<file path="src/rtl/nn_sng_pkg.sv">
// Shared types and constants for the frame-based stochastic number generator.
package nn_sng_pkg;

  typedef enum logic {
    StIdle = 1'b0,
    StRun  = 1'b1
  } sng_state_e;

  localparam int unsigned MinWidth = 4;
  localparam int unsigned MaxWidth = 16;

  // Right-shifting Galois feedback masks of primitive polynomials, one per width.
  localparam logic [15:0] LfsrTaps [MinWidth:MaxWidth] = '{
    16'h000C, 16'h0014, 16'h0030, 16'h0060, 16'h00B8, 16'h0110, 16'h0240,
    16'h0500, 16'h0E08, 16'h1C80, 16'h3802, 16'h6000, 16'hD008
  };

endpackage

</file>
<file path="src/rtl/nn_lfsr.sv">
// Maximal-length Galois LFSR with synchronous seed load and step enable.
module nn_lfsr
  import nn_sng_pkg::*;
#(
  parameter int unsigned        WIDTH   = 8,
  parameter logic [WIDTH-1:0]   RST_VAL = {{(WIDTH-1){1'b0}}, 1'b1}
) (
  input  logic             CLK,
  input  logic             INIT_N,
  input  logic             LOAD,
  input  logic             STEP,
  input  logic [WIDTH-1:0] SEED,
  output logic [WIDTH-1:0] Q
);

  localparam logic [WIDTH-1:0] Taps = LfsrTaps[WIDTH][WIDTH-1:0];

  logic [WIDTH-1:0] q_d, q_q;

  // Load wins over step so a new frame always starts from the seed.
  always_comb begin
    q_d = q_q;
    if (LOAD) begin
      q_d = SEED;
    end else if (STEP) begin
      q_d = {1'b0, q_q[WIDTH-1:1]} ^ (q_q[0] ? Taps : '0);
    end
  end

  always_ff @(posedge CLK or negedge INIT_N) begin
    if (!INIT_N) begin
      q_q <= RST_VAL;
    end else begin
      q_q <= q_d;
    end
  end

  assign Q = q_q;

endmodule

</file>
<file path="src/rtl/nn_sng_frame.sv">
// Stochastic number generator emitting frames of 2^WIDTH-1 bits with exactly IN_VAL ones.
// Define NN_SNG_ONESCOUNT_EN to add the ONES_CNT output (ones count of the last frame).
module nn_sng_frame
  import nn_sng_pkg::*;
#(
  parameter int unsigned      WIDTH = 8,
  parameter logic [WIDTH-1:0] SEED  = {{(WIDTH-1){1'b0}}, 1'b1}
) (
  input  logic             CLK,
  input  logic             INIT_N,
  input  logic [WIDTH-1:0] IN_VAL,
  input  logic             IN_VALID,
  output logic             IN_READY,
  input  logic             EN,
  output logic             OUT,
  output logic             OUT_VALID,
  output logic             FRAME_DONE
`ifdef NN_SNG_ONESCOUNT_EN
  ,
  output logic [WIDTH-1:0] ONES_CNT
`endif
);

  localparam logic [WIDTH-1:0] LastCnt = {{(WIDTH-1){1'b1}}, 1'b0};
  localparam logic [WIDTH-1:0] One     = {{(WIDTH-1){1'b0}}, 1'b1};

  sng_state_e       state_q;
  logic [WIDTH-1:0] prob_q;
  logic [WIDTH-1:0] cnt_q;
  logic [WIDTH-1:0] lfsr_q;
  logic             out_q;
  logic             out_valid_q;
  logic             frame_done_q;

  logic last_bit;
  logic run_step;
  logic xfer;
  logic sc_bit;

  assign last_bit = (cnt_q == LastCnt);
  assign run_step = (state_q == StRun) && EN;
  // Accepting on the last bit lets the next frame follow with no bubble.
  assign IN_READY = (state_q == StIdle) || (run_step && last_bit);
  assign xfer     = IN_VALID && IN_READY;
  assign sc_bit   = (lfsr_q <= prob_q);

  nn_lfsr #(
    .WIDTH   (WIDTH),
    .RST_VAL (SEED)
  ) u_lfsr (
    .CLK    (CLK),
    .INIT_N (INIT_N),
    .LOAD   (xfer),
    .STEP   (run_step),
    .SEED   (SEED),
    .Q      (lfsr_q)
  );

  always_ff @(posedge CLK or negedge INIT_N) begin
    if (!INIT_N) begin
      state_q      <= StIdle;
      prob_q       <= '0;
      cnt_q        <= '0;
      out_q        <= 1'b0;
      out_valid_q  <= 1'b0;
      frame_done_q <= 1'b0;
    end else begin
      out_valid_q  <= run_step;
      frame_done_q <= run_step && last_bit;
      if (run_step) begin
        out_q <= sc_bit;
        cnt_q <= cnt_q + One;
        if (last_bit) begin
          state_q <= StIdle;
        end
      end
      // A transfer overrides the end-of-frame return to idle.
      if (xfer) begin
        prob_q  <= IN_VAL;
        cnt_q   <= '0;
        state_q <= StRun;
      end
    end
  end

  assign OUT        = out_q;
  assign OUT_VALID  = out_valid_q;
  assign FRAME_DONE = frame_done_q;

`ifdef NN_SNG_ONESCOUNT_EN
  logic [WIDTH-1:0] ones_acc_q;
  logic [WIDTH-1:0] ones_cnt_q;

  always_ff @(posedge CLK or negedge INIT_N) begin
    if (!INIT_N) begin
      ones_acc_q <= '0;
      ones_cnt_q <= '0;
    end else if (run_step) begin
      if (last_bit) begin
        ones_cnt_q <= ones_acc_q + {{(WIDTH-1){1'b0}}, sc_bit};
        ones_acc_q <= '0;
      end else begin
        ones_acc_q <= ones_acc_q + {{(WIDTH-1){1'b0}}, sc_bit};
      end
    end
  end

  assign ONES_CNT = ones_cnt_q;
`endif

endmodule

</file>
<file path="config.mk">
export PLATFORM = sky130hd
export DESIGN_NAME = nn_sng_frame
export DESIGN_NICKNAME = d
export VERILOG_FILES = /design/src/rtl/nn_sng_pkg.sv /design/src/rtl/nn_lfsr.sv /design/src/rtl/nn_sng_frame.sv
export SDC_FILE = /design/constraint.sdc
export NUM_CORES = 1
export LEC_CHECK = 0
export ABC_AREA = 0
export BUFFER_PORTS_ARGS = -buffer_cell sky130_fd_sc_hd__clkbuf_2
export CORE_ASPECT_RATIO = 0.7
export CORE_UTILIZATION = 51
export CTS_CLUSTER_DIAMETER = 150
export CTS_CLUSTER_SIZE = 8
export DETAILED_ROUTE_END_ITERATION = 8
export GPL_ROUTABILITY_DRIVEN = 0
export GPL_TIMING_DRIVEN = 1
export HOLD_SLACK_MARGIN = 0.02
export PLACE_DENSITY = 0.79
export SLEW_MARGIN = 30
export SYNTH_ARGS = -nofsm -noshare
export SYNTH_HDL_FRONTEND = slang
export SYNTH_SLANG_ARGS = --single-unit
</file>
<file path="constraint.sdc">
create_clock -name CLK -period 1.6 [get_ports CLK]
set_input_delay 0.16 -clock CLK [delete_from_list [all_inputs] [get_ports CLK]]
set_output_delay 0.16 -clock CLK [all_outputs]
set_load 0.03 [all_outputs]
</file>
==> impl_metrics.csv <==
group,metric,value,unit
status,status,"finished, final reports clean",
logic_synthesis,ys_async_sr_fraction,1.000,
sta,layout_setup_ws,0.02036,ns
layout,final_area,1677,um^2
sta,timing.fmax,0.6331,GHz
cts,cts_buffers,3,
sta,hold_viol_final,0,
flow_run,maxCapViolCount,0,
pwr,p_leak,0.7819,nW
route,drt_pass1_iterations,4,
layout,area_growth,16.83,%
sta,worst_pin_slew,0.6617,ns
placed_design,placed_cell_area,1563,um^2
global_routing,grt_pass1_vias,936,
sta,rsz0062_at_grt,"true",
cts,clk_pin_slew,0.09,ns
setup_path,crit_type,"register to primary output",
pwr,p_per_area,1350,nW/um^2
route,wl_met1,1383,um
sta,setup_viol,0,
route,wl_met3,97,um
route,drt_iter0_markers,19,
logic_synthesis,synth_ff_type,"dfrtp_1",
logic_synthesis,syn_nets,160,
placed_design,port_buffers,15,
logic_synthesis,synth_edf_count,0,
cts,htree_levels,1,
cts,cts_tree,"built",
layout,post-route-util,0.6521,
logic_synthesis,yosys_warnings,0,
setup_path,crit_path_max_fanout,2,
die,die_x,65.41,um
global_routing,grt_pass1_wl,4271,um
setup_path,worstPathCellList,"inv_1 -> ha_2 -> nand2_2 -> o31ai_4 -> buf_6 -> buf_8",
sta,period_share,0.9873,
cts,cts-root-buf,"clkbuf_8",
die,fp-row-count,15,
cts,clock_sinks,28,
setup_path,end_kind,"primary output",
logic_synthesis,synthesis.area,1435,um^2
logic_synthesis,synth-seq-area-share,0.4891,
route,drt-total-wl,2751,um
setup_path,worst_path_largest_cell_delay,0.39,ns
global_routing,globalRouteOverflowTotal,0,
global_routing,grt_max_degree,29,
route,top_layer_used,"met4",
sta,clock_skew,0.002445,ns
logic_synthesis,yosys_register_bits,28,
die,ios,16,
logic_synthesis,synthCells,138,
setup_path,critPathLaunchType,"register",
die,dieArea,3033,um^2
sta,finalMaxSlewViolations,0,
cts,clock_path_buffers,2,
sta,relSlewSlack,0.5589,
logic_synthesis,synth_cell_types,33,
global_routing,antenna_found_initial,0,
layout,fin_cells,195,
route,ant_nets,0,
pwr,p_total,2.263,mW
die,core,2571,um^2
setup_path,cp_data_arrival_time,1.42,ns
setup_path,worst_ep_required_time,1.44,ns
setup_path,cp_slowest_cell,"dfrtp_1",
worst_hold_path,hp-class,"primary input to register",
sta,period_needed,1.580,ns
route,remaining_drc_errors,0,
layout,layout-drive-gt1-share,0.2733,
route,vias_per_cell,5.246,
route,wl_met2,1254,um
sta,fin_tns_setup,0,ns
layout,num-nets-final,184,
logic_synthesis,syn_area_per_cell,10.40,um^2
setup_path,critPathBufInv,3,
placed_design,pre_cts_slack,0.02995,ns
layout,antenna-diode-count,0,
setup_path,crit_family,"flip-flops",
route,post_drt_wl_per_cell,14.11,um
route,route.vias.total,1023,
die,start_util,0.5582,
cts,clk_latency,0.28,ns
sta,hold-worst-slack,0.1268,ns
pwr,ir_drop,0.8753,mV
placed_design,dp_hpwl,1995,um
placed_design,post-place-cells,188,
global_routing,grt_use_total,0.2024,
die,die_y,46.38,um
==> per-layer routing <==
| layer | GRT usage | vias up |
|---|---|---|
| li1 | - | 524 |
| met1 | 0.2853 | 477 |
| met2 | 0.3134 | 18 |
| met3 | 0.05941 | 4 |
| met4 | 0.03913 | 0 |
| met5 | 0 | - |
==> worst register-to-register path: cells and delay by family, from the launching register on <==
kind	cells	cell delay, ns
buffers and inverters	1	0.04
flip-flops	1	0.54
AO/OA/AOI/OAI	3	0.48
AND/OR/NAND/NOR	1	0.15
adder cells (fa/ha/maj)	1	0.25
==> cell usage in the layout, fill, tap and decap left out, drive strengths merged <==
cell type    instances
o211ai               1
o22a                 1
xnor2                7
o31ai                2
buf                 10
and3                 1
xor2                 3
dfrtp               27
dfstp                1
o21ai                8
nor3                 3
nor2                13
a211oi               5
inv                 10
nand3b               1
or2b                 1
nand3                8
clkbuf              18
mux2                 1
nand2               15
nor4bb               1
nor2b                1
and2                 1
ha                  10
dlygate4sd3          1
nand4                3
and4                 2
a21oi                6
==> registers in the layout (all words and copies together) (netlist names) <==
register and cells:
state_q 1, FRAME_DONE 1, prob_q 8, u_lfsr.Q 8, OUT 1, cnt_q 8, OUT_VALID 1
==> worst paths after layout <==
path                             start     endpoint  slack [ns]  depth (start not counted)
min in group asynchronous       INIT_N     cnt_q[0]        0.44                          2
min                          IN_VAL[4]    prob_q[4]        0.13                          3
max                           cnt_q[0]     IN_READY        0.02                          6
min reg2reg                  prob_q[2]    prob_q[2]        0.53                          2
max reg2reg                u_lfsr.Q[0]          OUT        0.03                          6
max in group asynchronous       INIT_N  u_lfsr.Q[4]        0.74                          2
==> area by class of cell <==
| type | instances | area (um^2) |
|---|---|---|
| fillers | 207 | 894.6 |
| flip-flops and latches | 28 | 701.9 |
| multi-input cells | 94 | 669.4 |
| repair buffers | 25 | 170.2 |
| clock buffers | 4 | 55.05 |
| well taps | 34 | 42.54 |
| inverters | 10 | 37.54 |
==> Yosys cell counts (2+ instances only) <==
cell,n,area share
nand2_1,15,0.039
o21ai_0,2,0.0070
nor3_1,3,0.010
dfrtp_1,27,0.47
nand4_1,2,0.0087
buf_6,3,0.024
a211oi_1,5,0.026
a21oi_1,6,0.021
and4_1,2,0.012
ha_1,10,0.087
inv_1,9,0.024
xor2_1,3,0.018
xnor2_1,7,0.043
nand3_1,7,0.024
nor2_1,13,0.034
clkbuf_1,2,0.0052
o21ai_2,6,0.037
==> power by group <==
| part | total, mW | internal (mW) | switching, mW |
|---|---|---|---|
| logic | 0.767 | 0.371 | 0.396 |
| registers | 1.07 | 0.902 | 0.165 |
| clock network | 0.429 | 0.221 | 0.208 |
| total | 2.26 | 1.49 | 0.769 |
==> logic make-up after synthesis <==
group / share of synthesized area
compound gates: 0.1221
xor+xnor: 0.06103
fa+ha+maj: 0.08718
buf+inv: 0.05754
flops: 0.4891
mux: 0.007846
simple gates: 0.1752
==> what timing repair did <==
item                                    4_1_cts  5_1_grt
gates cloned                                  0        0
setup buffers                                 1        1
hold buffers                                  1        0
endpoints found under the hold margin        27        0
gates resized for setup                       4        5
pin swaps                                     0        2
endpoints found under the setup margin        1        4
(Power assumes the default switching activity.)
